**src/rtl/keypad_event_encoder.sv**
```systemverilog
// 12-key keypad debouncer/encoder feeding a 4-deep event FIFO with registered head outputs.
// Define KEYPAD_AUTOREPEAT_EN to emit repeat events while a key stays held.
module keypad_event_encoder #(
    parameter int DEBOUNCE_CYCLES = 4,
    parameter int REPEAT_DELAY    = 50,
    parameter int REPEAT_RATE     = 20
) (
    input  logic        clk,
    input  logic        resetn,
    input  logic [11:0] keypad_raw,
    output logic        key_valid,
    output logic [3:0]  key_code,
    output logic [11:0] key_onehot,
    input  logic        key_ready,
    output logic [2:0]  fifo_count,
    output logic        overflow
);

    typedef enum logic [1:0] {
        IDLE       = 2'd0,
        PRESS_DB   = 2'd1,
        HELD       = 2'd2,
        RELEASE_DB = 2'd3
    } state_t;

    localparam logic [7:0] DB_LAST = 8'(DEBOUNCE_CYCLES);

    function automatic logic [3:0] onehot_to_code(input logic [11:0] oh);
        logic [3:0] code;
        code = 4'd0;
        for (int i = 0; i < 9; i++) begin
            if (oh[i]) code = 4'(i + 1);
        end
        if (oh[9])  code = 4'd10;
        if (oh[11]) code = 4'd11;
        return code;
    endfunction

    function automatic logic [11:0] code_to_onehot(input logic [3:0] code);
        logic [11:0] oh;
        oh = 12'd0;
        case (code)
            4'd0:    oh = 12'h400;
            4'd10:   oh = 12'h200;
            4'd11:   oh = 12'h800;
            default: if (code <= 4'd9) oh = 12'(12'd1 << (code - 4'd1));
        endcase
        return oh;
    endfunction

    // Two-flop synchronizer; everything downstream sees only s.
    logic [11:0] sync1_q, sync2_q;
    logic [11:0] s;
    logic        s_onehot;

    always_ff @(posedge clk or negedge resetn) begin
        if (!resetn) begin
            sync1_q <= 12'd0;
            sync2_q <= 12'd0;
        end else begin
            sync1_q <= keypad_raw;
            sync2_q <= sync1_q;
        end
    end

    assign s        = sync2_q;
    assign s_onehot = (s != 12'd0) && ((s & (s - 12'd1)) == 12'd0);

    state_t      state_q, state_d;
    logic [7:0]  cnt_q, cnt_d;
    logic [7:0]  cnt_inc;
    logic [11:0] cap_q, cap_d;
    logic        push;
    logic [3:0]  push_code;

    assign cnt_inc   = cnt_q + 8'd1;
    assign push_code = onehot_to_code(cap_q);

`ifdef KEYPAD_AUTOREPEAT_EN
    localparam logic [15:0] RPT_DELAY_C = 16'(REPEAT_DELAY);
    localparam logic [15:0] RPT_RATE_C  = 16'(REPEAT_RATE);

    logic [15:0] rpt_q, rpt_d;
    logic [15:0] rpt_inc;
    logic        rpt_first_q, rpt_first_d;

    assign rpt_inc = rpt_q + 16'd1;

    always_ff @(posedge clk or negedge resetn) begin
        if (!resetn) begin
            rpt_q       <= 16'd0;
            rpt_first_q <= 1'b1;
        end else begin
            rpt_q       <= rpt_d;
            rpt_first_q <= rpt_first_d;
        end
    end
`else
    // Repeat timing has no hardware in this build; the values are only range-tested here.
    if (REPEAT_DELAY < 1 || REPEAT_RATE < 1) begin : g_repeat_cfg_unused
    end
`endif

    always_ff @(posedge clk or negedge resetn) begin
        if (!resetn) begin
            state_q <= IDLE;
            cnt_q   <= 8'd0;
            cap_q   <= 12'd0;
        end else begin
            state_q <= state_d;
            cnt_q   <= cnt_d;
            cap_q   <= cap_d;
        end
    end

    always_comb begin
        state_d = state_q;
        cnt_d   = cnt_q;
        cap_d   = cap_q;
        push    = 1'b0;
`ifdef KEYPAD_AUTOREPEAT_EN
        rpt_d       = rpt_q;
        rpt_first_d = rpt_first_q;
`endif
        case (state_q)
            IDLE: begin
                if (s_onehot) begin
                    cap_d   = s;
                    cnt_d   = 8'd1;
                    state_d = PRESS_DB;
                end
            end
            PRESS_DB: begin
                if (s == cap_q) begin
                    cnt_d = cnt_inc;
                    if (cnt_inc == DB_LAST) begin
                        push    = 1'b1;
                        state_d = HELD;
`ifdef KEYPAD_AUTOREPEAT_EN
                        rpt_d       = 16'd0;
                        rpt_first_d = 1'b1;
`endif
                    end
                end else begin
                    state_d = IDLE;
                end
            end
            HELD: begin
                if (s == 12'd0) begin
                    cnt_d   = 8'd1;
                    state_d = RELEASE_DB;
                end
`ifdef KEYPAD_AUTOREPEAT_EN
                else begin
                    rpt_d = rpt_inc;
                    if ((rpt_first_q && rpt_inc == RPT_DELAY_C) ||
                        (!rpt_first_q && rpt_inc == RPT_RATE_C)) begin
                        push        = 1'b1;
                        rpt_d       = 16'd0;
                        rpt_first_d = 1'b0;
                    end
                end
`endif
            end
            RELEASE_DB: begin
                // A bounce back to non-zero resumes HELD; the repeat counter just waits.
                if (s == 12'd0) begin
                    cnt_d = cnt_inc;
                    if (cnt_inc == DB_LAST) state_d = IDLE;
                end else begin
                    state_d = HELD;
                end
            end
            default: state_d = IDLE;
        endcase
    end

    logic [3:0]  mem_q [4];
    logic [3:0]  mem_d [4];
    logic [1:0]  wr_ptr_q, wr_ptr_d;
    logic [1:0]  rd_ptr_q, rd_ptr_d;
    logic [2:0]  count_q, count_d;
    logic        ovf_q, ovf_d;
    logic        valid_q, valid_d;
    logic [3:0]  code_q, code_d;
    logic [11:0] onehot_q, onehot_d;
    logic        pop;
    logic        push_acc;

    always_comb begin
        pop      = valid_q && key_ready;
        push_acc = push && ((count_q != 3'd4) || pop);
        wr_ptr_d = wr_ptr_q + {1'b0, push_acc};
        rd_ptr_d = rd_ptr_q + {1'b0, pop};
        count_d  = count_q + {2'b00, push_acc} - {2'b00, pop};
        ovf_d    = ovf_q || (push && !push_acc);
    end

    for (genvar gi = 0; gi < 4; gi++) begin : g_mem
        assign mem_d[gi] = (push_acc && (wr_ptr_q == 2'(gi))) ? push_code : mem_q[gi];
    end

    // Head outputs are registered from the next-state queue so they change only on push/pop.
    always_comb begin
        valid_d  = (count_d != 3'd0);
        code_d   = valid_d ? mem_d[rd_ptr_d] : 4'd0;
        onehot_d = valid_d ? code_to_onehot(code_d) : 12'd0;
    end

    always_ff @(posedge clk or negedge resetn) begin
        if (!resetn) begin
            for (int i = 0; i < 4; i++) mem_q[i] <= 4'd0;
            wr_ptr_q <= 2'd0;
            rd_ptr_q <= 2'd0;
            count_q  <= 3'd0;
            ovf_q    <= 1'b0;
            valid_q  <= 1'b0;
            code_q   <= 4'd0;
            onehot_q <= 12'd0;
        end else begin
            for (int i = 0; i < 4; i++) mem_q[i] <= mem_d[i];
            wr_ptr_q <= wr_ptr_d;
            rd_ptr_q <= rd_ptr_d;
            count_q  <= count_d;
            ovf_q    <= ovf_d;
            valid_q  <= valid_d;
            code_q   <= code_d;
            onehot_q <= onehot_d;
        end
    end

    assign key_valid  = valid_q;
    assign key_code   = code_q;
    assign key_onehot = onehot_q;
    assign fifo_count = count_q;
    assign overflow   = ovf_q;

endmodule

```
**config.mk**
```make
export PLATFORM = sky130hd
export DESIGN_NAME = keypad_event_encoder
export DESIGN_NICKNAME = d
export VERILOG_FILES = /design/src/rtl/keypad_event_encoder.sv
export SDC_FILE = /design/constraint.sdc
export NUM_CORES = 1
export LEC_CHECK = 0
export CAP_MARGIN = 40
export CORE_AREA = 2 2 97 99
export DETAILED_ROUTE_END_ITERATION = 8
export DIE_AREA = 0 0 99 101
export GPL_TIMING_DRIVEN = 0
export MAX_ROUTING_LAYER = met4
export PLACE_DENSITY = 0.69
export SYNTH_ARGS = -nofsm -noshare
export SYNTH_HDL_FRONTEND = slang
export SYNTH_SLANG_ARGS = --single-unit
```
**constraint.sdc**
```tcl
create_clock -name clk -period 9.1 [get_ports clk]
set_input_delay 2.73 -clock clk [delete_from_list [all_inputs] [get_ports clk]]
set_output_delay 2.73 -clock clk [all_outputs]
set_load 0.05 [all_outputs]
```
## Yosys cells after proc, flatten, opt, wreduce, memory -nomap -nowiden

Index checks and enable logic that the tools add are counted.

- Register bits: 87
- Output and inout port bits: 21
- Logic and storage cells: 103
- Input bits: 15

- Mux-type cells: 37
- Bitwise operators: 2
- $lt $le $gt $ge: 2
- Add/subtract/negate cells: 7
- Reductions and logical operators: 21
- Equal/unequal tests: 17
- Shift-type cells: 1

Operators with widths:

| cell | number |
|---|---|
| $mux W4 | 17 |
| $pmux W12 S3 | 1 |
| $mux W8 | 4 |
| $pmux W8 S4 | 1 |
| $logic_not A12 Y1 | 2 |
| $mux W12 | 2 |
| $and A12 B12 Y12 | 1 |
| $eq A12 B12 Y1 | 1 |
| $mux W2 | 6 |
| $reduce_bool A12 Y1 | 1 |
| $shl A1 B4 Y12 const A | 1 |
| $sub A12 B1 Y12 const B | 1 |
| $ne A3 B3 Y1 const B | 3 |
| $add A8 B1 Y8 const B | 1 |
| $bmux W4 S2 | 1 |
| $eq A2 B2 Y1 const B | 4 |
| $eq A4 B4 Y1 const B | 2 |
| $eq A8 B3 Y1 const B | 1 |
| $logic_and A1 B1 Y1 | 8 |
| $ne A2 B2 Y1 const B | 4 |
| $pmux W2 S4 | 1 |
| $reduce_and A4 Y1 | 2 |
| $add A2 B1 Y2 | 2 |
| $eq A2 B1 Y1 const B | 2 |
| other kinds (13) | 18 |

## Longest topological paths before layout

Gate-level depths: netlist of run 1.

- Word-level depth: 21
- Gate-level depth with buffers: 17
- Depth with buffers taken out: 17

## Least setup slack after synthesis of run 1

OpenSTA, ideal clock, no wires.

- Path kind: input-to-reg
- Start point: input port key_ready
- End point: register onehot_q[11], in the netlist key_onehot[11]
- Stages: 15
- Arrival time: 5.268 ns
- Slack: 3.714 ns
- Path buffers: 0
- Library setup time: 0.119 ns
- Data required time: 8.981 ns
- Cell sequence: and2_1 nor4b_1 nor4_4 inv_1 ha_1 inv_1 ha_1 fa_1 xnor2_1 xnor2_1 nor3_1 inv_1 o41a_1 nand3b_1 nor2b_1

- Elaborated cells between the ends (all ways): 29
- Those cells by class: 4 x add/sub; 1 x order compare; 2 x eq/ne; 1 x shift; 11 x mux; 1 x bitwise; 9 x reduce/logical

RTL lines:

| what | RTL line | RTL |
|---|---|---|
| start, declared | 14 | `input logic key_ready,` |
| $logic_and A1 B1 Y1 (*) | 191 | `pop = valid_q && key_ready;` |
| $logic_or A1 B1 Y1 | 192 | `push_acc = push && ((count_q != 3'd4) \|\| pop);` |
| $logic_and A1 B1 Y1 | 192 |  |
| $add A3 B1 Y3 | 195 | `count_d = count_q + {2'b00, push_acc} - {2'b00, pop};` |
| $sub A3 B1 Y3 (*) | 195 |  |
| named net count_d[2] | 182 | `logic [2:0] count_q, count_d;` |
| $reduce_bool A3 Y1 (*) | 205 | `valid_d = (count_d != 3'd0);` |
| named net valid_d | 184 | `logic valid_q, valid_d;` |
| $mux W4 (*) | 206 | `code_d = valid_d ? mem_d[rd_ptr_d] : 4'd0;` |
| named net code_d[1] | 185 | `logic [3:0] code_q, code_d;` |
| $sub A4 B1 Y4 | 46 | `default: if (code <= 4'd9) oh = 12'(12'd1 << (code - 4'd1));` |
| $shl A1 B4 Y12 | 46 |  |
| $mux W12 | 46 |  |
| $pmux W12 S3 (*) | 42 | `case (code)` |
| $mux W12 (*) | 207 | `onehot_d = valid_d ? code_to_onehot(code_d) : 12'd0;` |
| named net onehot_d[11] | 186 | `logic [11:0] onehot_q, onehot_d;` |
| end signal, assigned | 228 | `onehot_q <= onehot_d;` |
| end, declared | 186 |  |

The timed path passes the listed nets; every way through them passes the cells marked *. The select of a mux whose other input is x is not followed.
A chain may end at the register's enable or synchronous reset.

## Worst setup path in the final report of run 1

- Start point: input port key_ready
- End point: register onehot_q[1], in the netlist key_onehot[1]

Same word-level chain as after synthesis.

==> results_dict.tcl, run 1 <==
set metrics [dict create \
    fp.coreArea_um2 8980 \
    hold_buffers 0 \
    reg2reg_to "key_onehot[1]" \
    path_buf_inv 4 \
    final_antenna_net_count 0 \
    synth_fp_nets 378 \
    num_vias 2789 \
    max_clock_freq_mhz 171 \
    crit_path_start_kind "input port" \
    synthAdderAreaFrac_pct 2.66 \
    holdPathStages 0 \
    wirelength_um 7470 \
    crit_type "input port to flop" \
    cpMostUsedCell "inv_1" \
    synthCells 356 \
    synth_xor_area_share_pct 3.98 \
    area_growth_pct 18.2 \
    power_mw 0.957 \
    grt.overflow.total 0 \
    required_ns 9.35 \
    drt-initial-drc-count 136 \
    grt_max_degree 49 \
    start_util_pct 44.1 \
    period_needed_ns 5.86 \
    synth_compound_area_share_pct 10.5 \
    setup_viol 0 \
    track_usage_pct 17.1 \
    slew_headroom_pct 42.7 \
    finalCritPeriodShare_pct 64.4 \
    via_per_inst 5.36 \
    synth_flop_cell "dfrtp_1" \
    worst_pin_slew_ns 0.851 \
    yosysWarnings 0 \
    hold_path_class "flop to flop" \
    setup_tns_ns 0 \
    clk_pin_slew_ns 0.09 \
    cp-end-kind "flop" \
    status "complete, no violations" \
    ioPinCount 36 \
    critPathMaxStageDelay_ns 0.45 \
    final_core_util_pct 52.1 \
    die_area_um2 10000 \
    dieWidth_um 99 \
    die_h_um 101 \
    p_leak_nw 2.03 \
    yosys.area_share.simple_pct 18.5 \
    num-nets-final 426 \
    arrival_ns 6.11 \
    hold_start "sync1_q[11]" \
    ir_worst_vdd_v 0.000117 \
    ys_seq_elements 87 \
    postCtsSetupRepairBufs 0 \
    synthMuxAreaShare_pct 6.17 \
    cts_made_buffers 9 \
    dpl.hpwl_um 5510 \
    diodes 0 \
    post-place-ws_ns 2.83 \
    cts_tree "built" \
    io_buffers 35 \
    crit_family "simple AND/OR/NAND/NOR gates" \
    async_flop_share_pct 100 \
    yosysSeqAreaShare_pct 55.0 \
    synth_top_family_by_area "simple AND/OR/NAND/NOR gates" \
    hold_end "s[11]" \
    gp_congestion 0.837 \
    clockBufferDepth 2 \
    clock_latency_ns 0.36 \
    powerDensity_nw_per_um2 205 \
    yosysUniqueCellTypes 55 \
    synth_edf_count 0 \
    syn_area_per_cell_um2 11.1 \
    r2r-start "cnt_q[0]" \
    fin_skew_ns 0.00871 \
    r2r_cells 17 \
    drive_gt1_share_pct 12.5 \
    antenna_found_initial 0 \
    path_cells "clkdlybuf4s50_1 > and2_1 > nor4b_1 > nor4_4 > inv_1 > ha_1 > inv_1 > ha_1 > fa_1 > xnor2_1 > xnor2_1 > nor3_1 > inv_1 > o41a_1 > nand3_1 > nor2_1" \
    syn_area_um2 3960 \
    htreeDepth 3 \
    rsz0062_at_grt "false" \
    cts-root-buf "clkbuf_8" \
    final_cell_mix "dfrtp_1 (87), clkdlybuf4s50_1 (34), nor2_1 (24), nand2_1 (21), a21oi_1 (17)" \
    wire_per_inst_um 14.4 \
    crit_fanout 6 \
    clock-sinks 87 \
    finalHoldViolations 0 \
    crit_slowest_cell "clkdlybuf4s50_1" \
    grt_first_pass_wirelength_um 13300 \
    drv_slew 0 \
    row_count 35 \
    dr.pass1.iters 4 \
    layout_setup_ws_ns 3.24 \
    cap_violations 0 \
    hold_ws_ns 0.354 \
    r2r_slack_ns 4.86 \
    drc 0 \
    final_common_cell "dfrtp_1" \
    grt_pass1_vias 2778 \
    post_cts_resized 0 \
]
[logic make-up after synthesis]
kind of cell | after synthesis
multiplexers | 21
AND/OR/NAND/NOR | 128
buffers and inverters | 30
adder cells (fa/ha/maj) | 8
AO/OA/AOI/OAI | 64
XOR/XNOR | 18
flip-flops | 87
[registers in the layout, indices dropped and copies added (netlist names), 3 cells and up]
register and cells:
cap_q 12, cnt_q 8, fifo_count 3, key_code 4, key_onehot 12, mem_q 16
s 12, sync1_q 12
[metal layers]
layer | routed length, um | track usage [%] | share of wire (%)
met2 | 3550 | 26.5 | 47
met5 | 0 | - | 0
met4 | 92 | 4.64 | 1.2
met3 | 268 | 3.74 | 3.6
met1 | 3570 | 22.9 | 48
[cell usage after synthesis, types with 2 or more instances]
cell	number	area, um2
dfrtp_1	87	2180
or2_2	3	18.8
nor4_1	5	31.3
nor2b_1	7	43.8
nand4bb_1	2	22.5
a21oi_1	17	85.1
o31ai_1	11	82.6
and2_1	5	31.3
clkbuf_1	10	37.5
inv_1	15	56.3
nor3_1	5	25.0
xnor2_1	16	140
nand3b_1	3	22.5
o2bb2ai_1	2	17.5
ha_1	6	75.1
nand3_1	13	65.1
a31o_2	3	26.3
or4_1	4	30.0
a21o_1	2	15.0
nor3b_1	3	22.5
a2111oi_0	2	17.5
mux2i_1	3	30.0
mux2_2	16	180
buf_2	4	20.0
nand4_1	12	75.1
nand2b_1	6	37.5
nor2_1	24	90.1
or3_1	6	37.5
nor4b_1	2	17.5
nand2_1	21	78.8
xor2_1	2	17.5
o21ai_0	16	80.1
[layout make-up]
cell class	instances	area [um2]
clock inverter	7	78.8
tap	111	139
timing repair buffer	37	380
buffer	15	68.8
fill	788	4300
inverter	15	56.3
multi-input combinational	239	1650
sequential	87	2180
clock buffer	9	124
[where the power goes]
part,internal (mW),switching [mW]
registers,0.415,0.0184
logic,0.0894,0.159
clock network,0.130,0.145
[per-stage QoR]
step                instance area [um2]  instances
finish                             4680        520
global route                       4680        520
CTS                                4680        520
detailed placement                 4480        504
global placement                   4450        502
floorplan                          3960        356
[worst max path at each step]
stage | cells past startpoint | to | from
4_1_cts | 16 | key_onehot[11] | key_ready
2_1_floorplan | 15 | key_onehot[11] | key_ready
3_5_place_dp | 16 | key_onehot[11] | key_ready
5_1_grt | 16 | key_onehot[11] | key_ready
3_3_place_gp | 1 | sync1_q[6] | resetn
6_report | 16 | key_onehot[1] | key_ready
(Power assumes the default switching activity.)
==> inputs of run 2 (changes only) <==
PLACE_DENSITY = 0.72   (was 0.69)
clock period = 4.9 ns   (was 9.1 ns; I/O delays follow)
==> run 2 against run 1 <==
Register-to-register slack worse by 4.2 ns. First-iteration DRC count is 2.9% lower. Combinational power is 90% higher. Critical path type unchanged. Power is 87% higher. Critical path depth stayed put. Count of clock-buffer cells in the layout is 3 higher. Die area stayed put. Via count is 1.8% higher. Clock power is 86% higher. Sequential power is 86% higher. Wire length is 0.21% lower.
==> results_dict.tcl, run 2 (synthesis gave the netlist of run 1 again) <==
set metrics [dict create \
    dr.pass1.iters 4 \
    antenna_found_initial 0 \
    largest_reg_flops 16 \
    setup_tns_ns 0 \
    hold_end "s[1]" \
    die_h_um 101 \
    clock-sinks 87 \
    cts_tree "built" \
    final_common_cell "dfrtp_1" \
    hold_start "sync1_q[1]" \
    diodes 0 \
    htreeDepth 3 \
    crit_fanout 6 \
    hold_buffers 0 \
    fin_skew_ns 0.0131 \
    start_util_pct 44.1 \
    final_antenna_net_count 0 \
    drive_gt1_share_pct 12.7 \
    drt-initial-drc-count 132 \
    r2r-start "cnt_q[0]" \
    num_vias 2838 \
    period_needed_ns 4.47 \
    grt_pass1_vias 2788 \
    required_ns 5.18 \
    ioPinCount 36 \
    fin_area_um2 4700 \
    wirelength_um 7460 \
    dpl.hpwl_um 5540 \
    clockBufferDepth 2 \
    row_count 35 \
    status "complete, no violations" \
    holdPathStages 0 \
    powerDensity_nw_per_um2 381 \
    cts-root-buf "clkbuf_8" \
    fp.coreArea_um2 8980 \
    finalHoldViolations 0 \
    cp-end-kind "flop" \
    track_usage_pct 16.6 \
    r2r_cells 17 \
    final_cell_mix "dfrtp_1 (87), clkdlybuf4s50_1 (34), nor2_1 (24), nand2_1 (21), a21oi_1 (17)" \
    dp.cells 504 \
    via_per_inst 5.46 \
    crit_path_start_kind "input port" \
    max_clock_freq_mhz 224 \
    finalNonFillerCells 520 \
    crit_type "input port to flop" \
    regMostFlops "mem_q" \
    area_growth_pct 18.7 \
    slew_headroom_pct 41.9 \
    cap_violations 0 \
    reg2reg_to "key_onehot[2]" \
    rsz0062_at_grt "false" \
    clock_latency_ns 0.36 \
    num-nets-final 426 \
    arrival_ns 4.75 \
    gp_congestion 0.859 \
    r2r_slack_ns 0.70 \
    clk_pin_slew_ns 0.08 \
    cts_made_buffers 9 \
    grt_first_pass_wirelength_um 12800 \
    io_buffers 35 \
    setup_viol 0 \
    ir_worst_vdd_v 0.000174 \
    die_area_um2 10000 \
    dieWidth_um 99 \
    hold_path_class "flop to flop" \
    drv_slew 0 \
    drc 0 \
    worst_pin_slew_ns 0.863 \
    place_area_um2 4480 \
    grt.overflow.total 0 \
    grt_max_degree 46 \
    fill_cells 800 \
    finalCritPeriodShare_pct 91.3 \
    p_leak_nw 2.03 \
    wire_per_inst_um 14.3 \
]
[run 2: power by group]
| part | switching, mW | total, mW | internal [mW] |
|---|---|---|---|
| clock network | 0.246 | 0.511 | 0.264 |
| logic | 0.301 | 0.472 | 0.171 |
| registers | 0.0357 | 0.807 | 0.771 |
[run 2: worst max path at each step]
stage                          from        endpoint  cells after the start
after floorplan           key_ready  key_onehot[11]                     15
after global placement       resetn        cap_q[6]                      1
after detailed placement  key_ready  key_onehot[11]                     16
after CTS                 key_ready  key_onehot[11]                     16
after global routing      key_ready   key_onehot[9]                     16
final                     key_ready   key_onehot[2]                     16
[run 2: stage by stage]
stage	total power [mW]	setup WS [ns]	hold slack, ns	utilization, %
global route	1.88	0.154	0.361	52.3
CTS	1.80	0.201	0.354	52.2
detailed placement	1.28	-0.153	0.335	49.9
floorplan	1.13	0.774	0.331	-
global placement	1.26	-0.640	0.333	49.5
finish	1.79	0.428	0.352	52.3
[run 2: cell type report]
type / count / area [um2] / share of cell area (%)
sequential: 87 / 2180 / 46.4
buffer: 15 / 68.8 / 1.47
inverter: 15 / 56.3 / 1.20
tap: 111 / 139 / 2.96
clock inverter: 4 / 53.8 / 1.15
timing repair buffer: 37 / 380 / 8.10
multi-input combinational: 239 / 1670 / 35.5
clock buffer: 12 / 155 / 3.30
[run 2: worst max-delay path, stage by stage]
cell             delay [ns]
clkdlybuf4s50_1        0.45
and2_1                 0.19
nor4b_2                0.09
nor4_4                 0.43
inv_1                  0.09
ha_1                   0.28
inv_1                  0.04
ha_1                   0.19
fa_1                   0.38
xnor2_1                0.15
xnor2_1                0.23
nor3_2                 0.10
inv_1                  0.14
o41a_1                 0.25
nand3_1                0.12
nor2b_1                0.16
[run 2: layer usage]
metal | global-route usage, % | vias up | routed length [um]
met2 | 26.0 | 46 | 3640
met1 | 21.0 | 1402 | 3420
met4 | 6.74 | 0 | 139
met3 | 3.88 | 17 | 251
li1 | - | 1373 | -
met5 | - | - | 0
[run 2: timing repair]
| action | 4_1_cts | 5_1_grt |
|---|---|---|
| buffers inserted | 0 | 0 |
| setup endpoints to repair | 0 | 6 |
| resized for setup | 0 | 2 |
==> inputs of run 3 (changes only) <==
CORE_AREA = 2 2 91 93   (was 2 2 97 99)
DIE_AREA = 0 0 93 95   (was 0 0 99 101)
GPL_ROUTABILITY_DRIVEN = 1   (was not set)
PLACE_DENSITY = 0.79   (was 0.72)
==> run 3 against run 2 <==
Clock skew shrank 0.0031 ns. Wire length grew 1.4%. First-iteration DRC count grew 58%. Core utilization grew 6.9 points. Die area shrank 12%.
==> results_dict.tcl, run 3 (synthesis gave the netlist of run 1 again) <==
set metrics [dict create \
    status "complete, no violations" \
    antenna_found_initial 0 \
    cp-end-kind "flop" \
    arrival_ns 4.75 \
    drc 0 \
    slew_headroom_pct 41.2 \
    required_ns 5.15 \
    cts_tree "built" \
    finalHoldViolations 0 \
    post-place-ws_ns -0.148 \
    clockBufferDepth 2 \
    diodes 0 \
    hold_start "sync1_q[1]" \
    ioPinCount 36 \
    crit_type "input port to flop" \
    finalNonFillerCells 514 \
    cpMostUsedCell "inv_1" \
    fp.coreArea_um2 7930 \
    row_count 33 \
    dp.cells 498 \
    drv_slew 0 \
    worst_pin_slew_ns 0.874 \
    power.share.clock_pct 28.5 \
    fill_cells 680 \
    period_needed_ns 4.51 \
    crit_fanout 6 \
    postCtsSetupRepairBufs 0 \
    cts-root-buf "clkbuf_8" \
    holdPathStages 0 \
    grt_pass1_vias 2754 \
    pwr-share-seq_pct 45.1 \
    die_h_um 95 \
    r2r_cells 17 \
    powerDensity_nw_per_um2 381 \
    grt_first_pass_wirelength_um 13000 \
    dr.pass1.iters 4 \
    wire_per_inst_um 14.7 \
    num-nets-final 426 \
    io_buffers 35 \
    power_mw 1.79 \
    fin_skew_ns 0.0100 \
    gp_congestion 0.869 \
    start_util_pct 49.9 \
    final_core_util_pct 59.2 \
    clk_pin_slew_ns 0.09 \
    num_vias 2814 \
    path_buf_inv 4 \
    ir_worst_vdd_v 0.000266 \
    clock-sinks 87 \
    final_antenna_net_count 0 \
    grt.overflow.total 0 \
    drt-initial-drc-count 208 \
    seqCellArea_um2 2180 \
    dieWidth_um 93 \
    max_clock_freq_mhz 222 \
    crit_path_start_kind "input port" \
    wirelength_um 7560 \
    multi_input_area_um2 1670 \
    final_cell_mix "dfrtp_1 (87), clkdlybuf4s50_1 (34), nor2_1 (24), nand2_1 (21), a21oi_1 (17)" \
    grt_max_degree 48 \
    hold_ws_ns 0.352 \
    die_area_um2 8840 \
    largest_reg_flops 16 \
    area_growth_pct 18.6 \
    layout_setup_ws_ns 0.393 \
    hold_end "s[1]" \
    drive_gt1_share_pct 13.0 \
    via_per_inst 5.47 \
    p_leak_nw 2.04 \
    hold_path_class "flop to flop" \
    path_cells "clkdlybuf4s50_1 > and2_1 > nor4b_2 > nor4_4 > inv_1 > ha_1 > inv_1 > ha_1 > fa_1 > xnor2_1 > xnor2_1 > nor3_2 > inv_1 > o41a_1 > nand3b_1 > nor2b_1" \
    cap_violations 0 \
    p_int_mw 1.20 \
    dpl.hpwl_um 5570 \
    reg2reg_to "key_onehot[11]" \
    track_usage_pct 19.6 \
    swShare_pct 33.1 \
    cts_made_buffers 9 \
    r2r_slack_ns 0.76 \
    p_comb_share_pct 26.4 \
    htreeDepth 3 \
    setup_viol 0 \
    crit_slowest_cell "nor4_4" \
    final_common_cell "dfrtp_1" \
    r2r-start "cnt_q[0]" \
    regMostFlops "mem_q" \
    finalCritPeriodShare_pct 92.0 \
    crit_family "simple AND/OR/NAND/NOR gates" \
    rsz0062_at_grt "false" \
    critPathMaxStageDelay_ns 0.49 \
    power_switching_mw 0.593 \
    clock_latency_ns 0.36 \
]
-- run 3: changes by cell type in the layout (fill, tap and decap cells not counted) --
cell,before,now
buf_2,5,4
clkbuf_1,11,10
clkbuf_8,11,10
clkdlybuf4s15_2,0,1
clkinv_2,0,1
clkinv_4,1,4
clkinvlp_4,2,0
-- run 3: metal layers --
metal | up-vias | wire (um) | share of wire (%) | track usage [%]
met4 | 0 | 136 | 1.8 | 7.72
met2 | 56 | 3770 | 50 | 31.5
met5 | - | 0 | 0 | -
met1 | 1374 | 3380 | 45 | 24.5
li1 | 1366 | - | - | -
met3 | 18 | 276 | 3.7 | 4.23
-- run 3: area by class of cell --
cell class                 count  area share, %
buffer                        15           1.47
clock buffer                  10           2.93
clock inverter                 6           1.49
inverter                      15           1.20
multi-input combinational    239           35.5
sequential                    87           46.4
tap                          105           2.80
timing repair buffer          37           8.24
-- run 3: per-stage QoR --
stage                     setup TNS [ns]  cell area (um2)
after detailed placement          -0.772             4470
after floorplan                        0             3960
after CTS                              0             4680
after global routing                   0             4690
after global placement            -50.55             4440
final                                  0             4690
-- run 3: power by group through the flow --
stage	Clock [mW]	Sequential, mW	Combinational (mW)
4_1_cts	0.518	0.806	0.467
3_3_place_gp	0	0.817	0.440
5_1_grt	0.559	0.815	0.521
2_1_floorplan	0	0.899	0.227
6_report	0.510	0.807	0.473
3_5_place_dp	0	0.821	0.465
-- run 3: what timing repair did --
item	in CTS	in global routing
hold buffers	0	0
endpoints found under the setup margin	0	6
endpoints found under the hold margin	0	0
resized for setup	0	2
-- run 3: worst max-delay path by stage --
stage	to	slack (ns)	depth (start not counted)	from
global placement	cap_q[6]	-0.58	1	resetn
floorplan	key_onehot[11]	0.77	15	key_ready
global route	key_onehot[11]	0.08	16	key_ready
CTS	key_onehot[11]	0.20	16	key_ready
detailed placement	key_onehot[11]	-0.15	16	key_ready
finish	key_onehot[11]	0.39	16	key_ready
-- run 3: worst reg2reg max path, cell delays in order (launching register included) --
cell      delay, ns
dfrtp_1        0.44
ha_1           0.27
xnor2_1        0.15
nor4b_2        0.30
nand4_2        0.30
nor4_4         0.52
inv_1          0.09
ha_1           0.29
inv_1          0.04
ha_1           0.18
fa_1           0.39
xnor2_1        0.15
xnor2_1        0.15
nor3_2         0.23
inv_1          0.14
o41a_1         0.18
nand3b_1       0.16
nor2b_1        0.06
